$ cat src/rtl/grid_pkg.sv
`default_nettype none
// +----------------------------------------------------------------------+
// | grid_pkg : shared widths, FSM states and point record for grid gen   |
// | Revision : 1.0                                                       |
// +----------------------------------------------------------------------+
package grid_pkg;

    // Point record is sized for the widest supported build; instances slice it.
    localparam int MAX_COORD_W = 16;
    localparam int MAX_IDX_W   = 8;

    function automatic int num_w(input int size_w, input int grid);
        return size_w + $clog2(2 * grid);
    endfunction

    function automatic int idx_w(input int grid);
        return $clog2(grid * grid);
    endfunction

    typedef enum logic [1:0] {
        IDLE = 2'd0,
        CALC = 2'd1,
        EMIT = 2'd2
    } state_t;

    typedef struct packed {
        logic [MAX_COORD_W-1:0] x;
        logic [MAX_COORD_W-1:0] y;
        logic [MAX_IDX_W-1:0]   index;
        logic                   last;
        logic                   clip;
    } point_t;

endpackage
`default_nettype wire

$ cat src/rtl/grid_center_gen_serial_const_div.sv
`default_nettype none
// +----------------------------------------------------------------------+
// | serial_const_div : restoring divider by a constant, 1 bit per cycle  |
// | Revision : 1.0                                                       |
// +----------------------------------------------------------------------+
module serial_const_div #(
    parameter int NUM_W   = 13,
    parameter int DIVISOR = 6
) (
    input  logic             Clk,
    input  logic             Reset_n,
    input  logic             Load,
    input  logic [NUM_W-1:0] Numer,
    output logic             Busy,
    output logic             Done,
    output logic [NUM_W-1:0] Quotient
);
    localparam int REM_W = $clog2(DIVISOR) + 1;
    localparam int CNT_W = $clog2(NUM_W);
    localparam logic [REM_W-1:0] c_divisor = REM_W'(DIVISOR);
    localparam logic [CNT_W-1:0] c_last    = CNT_W'(NUM_W - 1);

    logic [REM_W-2:0] r_rem;
    logic [NUM_W-1:0] r_q;
    logic [CNT_W-1:0] r_cnt;
    logic             r_busy;
    logic             r_done;
    logic [REM_W-1:0] w_trial;
    logic             w_ge;

    // r_q shifts numerator bits out of the top and quotient bits in at the bottom.
    assign w_trial = {r_rem, r_q[NUM_W-1]};
    assign w_ge    = (w_trial >= c_divisor);

    always_ff @(posedge Clk) begin
        if (!Reset_n) begin
            r_rem  <= '0;
            r_q    <= '0;
            r_cnt  <= '0;
            r_busy <= 1'b0;
            r_done <= 1'b0;
        end else begin
            r_done <= 1'b0;
            if (Load) begin
                r_q    <= Numer;
                r_rem  <= '0;
                r_cnt  <= '0;
                r_busy <= 1'b1;
            end else if (r_busy) begin
                r_q   <= {r_q[NUM_W-2:0], w_ge};
                r_rem <= w_ge ? (REM_W-1)'(w_trial - c_divisor) : w_trial[REM_W-2:0];
                r_cnt <= r_cnt + CNT_W'(1);
                if (r_cnt == c_last) begin
                    r_busy <= 1'b0;
                    r_done <= 1'b1;
                end
            end
        end
    end

    assign Busy     = r_busy;
    assign Done     = r_done;
    assign Quotient = r_q;

endmodule
`default_nettype wire

$ cat src/rtl/grid_center_gen.sv
`default_nettype none
// +----------------------------------------------------------------------+
// | grid_center_gen : streams GRIDxGRID cube-face sample centres         |
// | Revision : 1.0                                                       |
// +----------------------------------------------------------------------+
module grid_center_gen
    import grid_pkg::*;
#(
    parameter int GRID    = 3,
    parameter int COORD_W = 11,
    parameter int SIZE_W  = 10
) (
    input  logic                            Clk,
    input  logic                            Reset_n,
    input  logic                            Start,
    input  logic [COORD_W-1:0]              CubeX_Start,
    input  logic [COORD_W-1:0]              CubeY_Start,
    input  logic [SIZE_W-1:0]               N,
    output logic                            Busy,
    output logic                            Done,
    output logic                            Point_Valid,
    input  logic                            Point_Ready,
    output logic [COORD_W-1:0]              Point_X,
    output logic [COORD_W-1:0]              Point_Y,
    output logic [grid_pkg::idx_w(GRID)-1:0] Point_Index,
    output logic                            Point_Last,
    output logic                            Point_Clip
);
    localparam int NUM_W = num_w(SIZE_W, GRID);
    localparam int IDX_W = idx_w(GRID);
    localparam int K_W   = $clog2(GRID);
    localparam int CYC_W = $clog2(NUM_W + 1);
    localparam logic [K_W-1:0]   c_k_last   = K_W'(GRID - 1);
    localparam logic [CYC_W-1:0] c_cyc_last = CYC_W'(NUM_W);
    localparam logic [IDX_W-1:0] c_idx_last = IDX_W'(GRID * GRID - 1);

    state_t             r_state, w_next;
    logic [COORD_W-1:0] r_x0, r_y0;
    logic [SIZE_W-1:0]  r_n;
    logic [NUM_W-1:0]   r_num;
    logic [K_W-1:0]     r_k, r_wr, r_row, r_col, w_sel_r, w_sel_c;
    logic [CYC_W-1:0]   r_cyc;
    logic [SIZE_W-1:0]  r_off [GRID];
    logic               r_busy, r_done, r_valid;
    point_t             r_pt, w_pt_next;
    logic [IDX_W-1:0]   w_cur_i, w_sel_i;
    logic [SIZE_W-1:0]  w_off_c, w_off_r, w_div_q_tr;
    logic [COORD_W:0]   w_sum_x, w_sum_y;
    logic               w_start, w_enter_emit, w_hs, w_div_load, w_div_busy, w_div_done;
    logic [NUM_W-1:0]   w_div_q;
    logic               w_unused_hi;

    assign w_start      = (r_state == IDLE) && Start;
    assign w_enter_emit = (r_state == CALC) && (r_cyc == c_cyc_last) && (r_k == c_k_last);
    assign w_hs         = (r_state == EMIT) && r_valid && Point_Ready;
    assign w_div_load   = (r_state == CALC) && (r_cyc == '0);
    assign w_div_q_tr   = w_div_q[SIZE_W-1:0];

    serial_const_div #(
        .NUM_W   (NUM_W),
        .DIVISOR (2 * GRID)
    ) u_div (
        .Clk      (Clk),
        .Reset_n  (Reset_n),
        .Load     (w_div_load),
        .Numer    (r_num),
        .Busy     (w_div_busy),
        .Done     (w_div_done),
        .Quotient (w_div_q)
    );

    always_ff @(posedge Clk) begin
        if (!Reset_n) r_state <= IDLE;
        else          r_state <= w_next;
    end

    always_comb begin
        w_next = r_state;
        case (r_state)
            IDLE:    if (Start) w_next = CALC;
            CALC:    if (w_enter_emit) w_next = EMIT;
            EMIT:    if (w_hs && r_pt.last) w_next = IDLE;
            default: w_next = IDLE;
        endcase
    end

    // Next point to present; the last offset may still be in flight from the divider.
    always_comb begin
        w_cur_i = r_pt.index[IDX_W-1:0];
        w_sel_r = '0;
        w_sel_c = '0;
        w_sel_i = '0;
        if (r_state == EMIT) begin
            w_sel_i = w_cur_i + IDX_W'(1);
            if (r_col == c_k_last) begin
                w_sel_r = r_row + K_W'(1);
            end else begin
                w_sel_c = r_col + K_W'(1);
                w_sel_r = r_row;
            end
        end
        w_off_c = (w_div_done && (r_wr == w_sel_c)) ? w_div_q_tr : r_off[w_sel_c];
        w_off_r = (w_div_done && (r_wr == w_sel_r)) ? w_div_q_tr : r_off[w_sel_r];
        w_sum_x = {1'b0, r_x0} + (COORD_W+1)'(w_off_c);
        w_sum_y = {1'b0, r_y0} + (COORD_W+1)'(w_off_r);
        w_pt_next       = '0;
        w_pt_next.x     = MAX_COORD_W'(w_sum_x[COORD_W-1:0]);
        w_pt_next.y     = MAX_COORD_W'(w_sum_y[COORD_W-1:0]);
        w_pt_next.index = MAX_IDX_W'(w_sel_i);
        w_pt_next.last  = (w_sel_i == c_idx_last);
        w_pt_next.clip  = w_sum_x[COORD_W] | w_sum_y[COORD_W];
    end

    always_ff @(posedge Clk) begin
        if (!Reset_n) begin
            r_x0    <= '0;
            r_y0    <= '0;
            r_n     <= '0;
            r_num   <= '0;
            r_k     <= '0;
            r_wr    <= '0;
            r_row   <= '0;
            r_col   <= '0;
            r_cyc   <= '0;
            r_busy  <= 1'b0;
            r_done  <= 1'b0;
            r_valid <= 1'b0;
            r_pt    <= '0;
            for (int i = 0; i < GRID; i++) r_off[i] <= '0;
        end else begin
            if (w_start) begin
                r_x0   <= CubeX_Start;
                r_y0   <= CubeY_Start;
                r_n    <= N;
                r_num  <= NUM_W'(N);
                r_k    <= '0;
                r_cyc  <= '0;
                r_wr   <= '0;
                r_busy <= 1'b1;
                r_done <= 1'b0;
            end
            // Numerator steps N, 3N, 5N ... one step per divider load.
            if (r_state == CALC) begin
                if (r_cyc == '0) r_num <= r_num + NUM_W'({r_n, 1'b0});
                if (r_cyc == c_cyc_last) begin
                    r_cyc <= '0;
                    if (r_k != c_k_last) r_k <= r_k + K_W'(1);
                end else begin
                    r_cyc <= r_cyc + CYC_W'(1);
                end
            end
            if (w_div_done) begin
                r_off[r_wr] <= w_div_q_tr;
                r_wr        <= r_wr + K_W'(1);
            end
            if (w_enter_emit || (w_hs && !r_pt.last)) begin
                r_pt    <= w_pt_next;
                r_row   <= w_sel_r;
                r_col   <= w_sel_c;
                r_valid <= 1'b1;
            end
            if (w_hs && r_pt.last) begin
                r_valid <= 1'b0;
                r_busy  <= 1'b0;
                r_done  <= 1'b1;
            end
        end
    end

    assign Busy        = r_busy;
    assign Done        = r_done;
    assign Point_Valid = r_valid;
    assign Point_X     = r_pt.x[COORD_W-1:0];
    assign Point_Y     = r_pt.y[COORD_W-1:0];
    assign Point_Index = r_pt.index[IDX_W-1:0];
    assign Point_Last  = r_pt.last;
    assign Point_Clip  = r_pt.clip;

    assign w_unused_hi = ^{r_pt.x >> COORD_W, r_pt.y >> COORD_W, r_pt.index >> IDX_W,
                           w_div_busy, w_div_q >> SIZE_W};

endmodule
`default_nettype wire

$ cat config.mk
export PLATFORM = sky130hd
export DESIGN_NAME = grid_center_gen
export DESIGN_NICKNAME = d
export VERILOG_FILES = /design/src/rtl/grid_pkg.sv /design/src/rtl/grid_center_gen_serial_const_div.sv /design/src/rtl/grid_center_gen.sv
export SDC_FILE = /design/constraint.sdc
export NUM_CORES = 1
export LEC_CHECK = 0
export ABC_AREA = 1
export ABC_CLOCK_PERIOD_IN_PS = 7610
export BUFFER_PORTS_ARGS = -buffer_cell sky130_fd_sc_hd__buf_2
export CORE_MARGIN = 2
export CORE_UTILIZATION = 45
export DETAILED_ROUTE_END_ITERATION = 12
export SYNTH_ARGS = -nofsm -noshare
export SYNTH_HDL_FRONTEND = slang
export SYNTH_SLANG_ARGS = --single-unit
export TNS_END_PERCENT = 50
$ cat constraint.sdc
create_clock -name Clk -period 7.61 [get_ports Clk]
set_input_delay 0.3805 -clock Clk [delete_from_list [all_inputs] [get_ports Clk]]
set_output_delay 0.3805 -clock Clk [all_outputs]
set_load 0.01 [all_outputs]
==> results.cfg <==
[worst_setup_path]
crit_chain = inv_2, nand3_2, nand3_4, nand2_1, inv_2, nor2_2, nand2_2, nand2_1, nand2_1, ha_1, fa_1, nand3_1, nand3_1, nand2_1, a21oi_1, nand3b_1, nand2_1, inv_1
r2r_end = Point_Y[6]
rrSetupSlack_ns = 3.97
cp.required_ns = 7.93
cp.arrival_ns = 3.96
startpoint = r_col[0]
crit_type = flip-flop to flip-flop
worstRegToRegCells = 18
cp_slowest_cell = dfxtp_1
cp_max_fo = 28
endpoint_kind = flip-flop
crit_top_cell = nand2_1
r2r_start = r_col[0]
cp-start-kind = flip-flop
critPathMaxStageDelay_ns = 0.58

[synthesis]
yosys_register_bits = 152
syn_nets = 1267
synthDistinctLibCells = 45
synth_warnings = 0
synth_edf_count = 40
ys.flop_type = dfxtp_1
synth.avg_cell_area_um2 = 7.16
ys_seq_area_frac = 0.405
synthArstFlopShare = 0
synthCells = 1187
syn_area_um2 = 8500

[routing]
top_layer = met4
drc_errors = 0
first_pass_iters = 6
met1_length_um = 10800
drtAntennaViolNets = 0
wl_um = 23100
dr_wl_met2_um = 11000
dr_total_vias = 7733
route.met3.wl_um = 787
routed_via_density = 5.24
drt-initial-drc-count = 588
wl_per_cell_um = 15.6

[die]
die_w_um = 141
row_count = 50
core_um2 = 18600
io_pins = 67
start_util = 0.456
die_y_um = 141
die_area_um2 = 20000

[global_route]
grt_pass1_vias = 7292
grt_max_degree = 77
overflow = 0
grt_pass1_wl_um = 37400
groute.usage.overall = 0.237
grt_antenna_before_repair = 0

[placement]
hpwlAfterDp_um = 16800
dpl_cell_area_um2 = 8950
pre_cts_ws_ns = 4.03
dp_cells = 1445
place_congestion = 0.918
portBuffers = 66

[finish]
area_delta_synth_final_pct = 12.3
fin_area_um2 = 9550
multiInputGateArea_um2 = 4300
finish.cell_count_without_fillers = 1477
n_antenna_cell = 0
nets = 1310
final_util = 0.512
mostFrequentLayoutCells = nand2_1 (294), nor2_1 (146), inv_1 (134), dfxtp_1 (112), nand3_1 (103)
fill_cells = 1891
drive_gt1_frac = 0.108
register_area_um2 = 3440
final_common_cell = nand2_1

[job]
cap_viol_max_count = 0

[sta]
setup_viol = 0
hold_viol_final = 0
fin_ws_ns = 3.97
min_period_ns = 3.64
min_period_over_period = 0.478
fin_skew_ns = 0.00980
tightest_slew_ns = 0.768
report.final.slew_viol_count = 0
fmaxAchievable_ghz = 0.275
tns_ns = 0
rsz0062_at_grt = false
slew_headroom = 0.486

[clocking]
cts_sinks = 152
cts_setup_buffers = 0
cts_tree = built
clkTransAtPathRegs_ns = 0.06
htree_levels = 4
cts-root-buf = clkbuf_16
cts_max_path_buffers = 2
clk_latency_ns = 0.43
cts-resized-gates = 0
holdBufCountCts = 0
cts_buffers = 17

[power_and_ir_drop]
ir_drop_mv = 0.159
powerDensity_nw_per_um2 = 208
leakage_nw = 4.47

[min_path]
hold_end = r_y0[0]
hold_path.class = primary input to flip-flop
hp-start = CubeY_Start[0]
min_path_cells = 3

[status]
status = complete, no violations
## state kept, by name, summed over array words and instances (netlist names), 3 cells and up
signal,cells
r_off,40
r_num,13
u_div.Quotient,13
Point_X,11
Point_Y,11
r_x0,11
r_y0,11
r_n,10
Point_Index,4
r_cyc,4
u_div.r_cnt,4
u_div.r_rem,3
## synthesized netlist by cell type, types with 2 or more instances
cell type / number / area share
a211oi_1: 2 / 0.0018
clkbuf_1: 22 / 0.0097
nor3_1: 6 / 0.0035
buf_2: 18 / 0.011
o21ai_0: 75 / 0.044
nand2_2: 5 / 0.0037
o211ai_1: 6 / 0.0053
a21oi_1: 67 / 0.039
a31oi_1: 14 / 0.010
o21ai_2: 6 / 0.0062
nand3_2: 4 / 0.0047
or2_2: 4 / 0.0029
buf_1: 2 / 0.00088
fa_1: 3 / 0.0071
nor2_1: 146 / 0.064
dfxtp_1: 112 / 0.26
buf_4: 4 / 0.0035
xnor2_1: 10 / 0.010
nand3_1: 104 / 0.061
nor2_2: 2 / 0.0015
clkinv_1: 2 / 0.00088
a22oi_1: 2 / 0.0018
o21ai_1: 6 / 0.0035
edfxtp_1: 40 / 0.14
ha_1: 41 / 0.060
inv_2: 5 / 0.0022
a21o_1: 3 / 0.0026
inv_1: 134 / 0.059
o21bai_1: 8 / 0.0071
nand4_1: 26 / 0.019
nand2_1: 294 / 0.13
## through the flow
step,power [mW],hold slack (ns)
after floorplan,1.06,0.445
after detailed placement,1.13,0.463
after global placement,1.13,0.457
after CTS,2.00,0.204
after global routing,2.08,0.217
final,1.99,0.212
## final cells by class
type,count,share of cell area
flip-flops and latches,152,0.361
well taps,234,0.0307
inverters,142,0.0561
repair buffers,72,0.0393
multi-input cells,845,0.450
clock inverters,10,0.0149
clock buffers,22,0.0480
## cells by family after synthesis
group,after synthesis,synth area share
and+or+nand+nor,594,0.295
AOI/OAI and AO/OA,195,0.129
buffers and inverters,190,0.0897
DFF,152,0.405
adders and majority gates,44,0.0674
xor gates and xnor gates,12,0.0132
## per-layer routing
layer | vias up | global-route usage
met4 | 0 | 0.0732
met3 | 37 | 0.0398
met5 | - | 0
met2 | 163 | 0.402
li1 | 3965 | -
met1 | 3568 | 0.309
## report_power, final
part	internal, mW	switching [mW]
clock	0.531	0.340
combinational	0.0777	0.147
sequential	0.860	0.0328
total	1.47	0.520
## critical path, delay by kind of cell, from the launching register on
| kind | cells | cell delay (ns) |
|---|---|---|
| AOI/OAI and AO/OA | 1 | 0.06 |
| adders and majority gates | 2 | 0.68 |
| and+or+nand+nor | 12 | 2.04 |
| buffers and inverters | 3 | 0.18 |
| DFF | 1 | 0.58 |
## how the worst max path moves through the flow
stage | depth (start not counted) | to
floorplan | 19 | Point_Y[6]
global placement | 18 | Point_Y[6]
detailed placement | 18 | Point_Y[6]
CTS | 18 | Point_Y[6]
global route | 18 | Point_Y[6]
finish | 18 | Point_Y[6]
No activity file was read; power rests on OpenSTA's default activity.
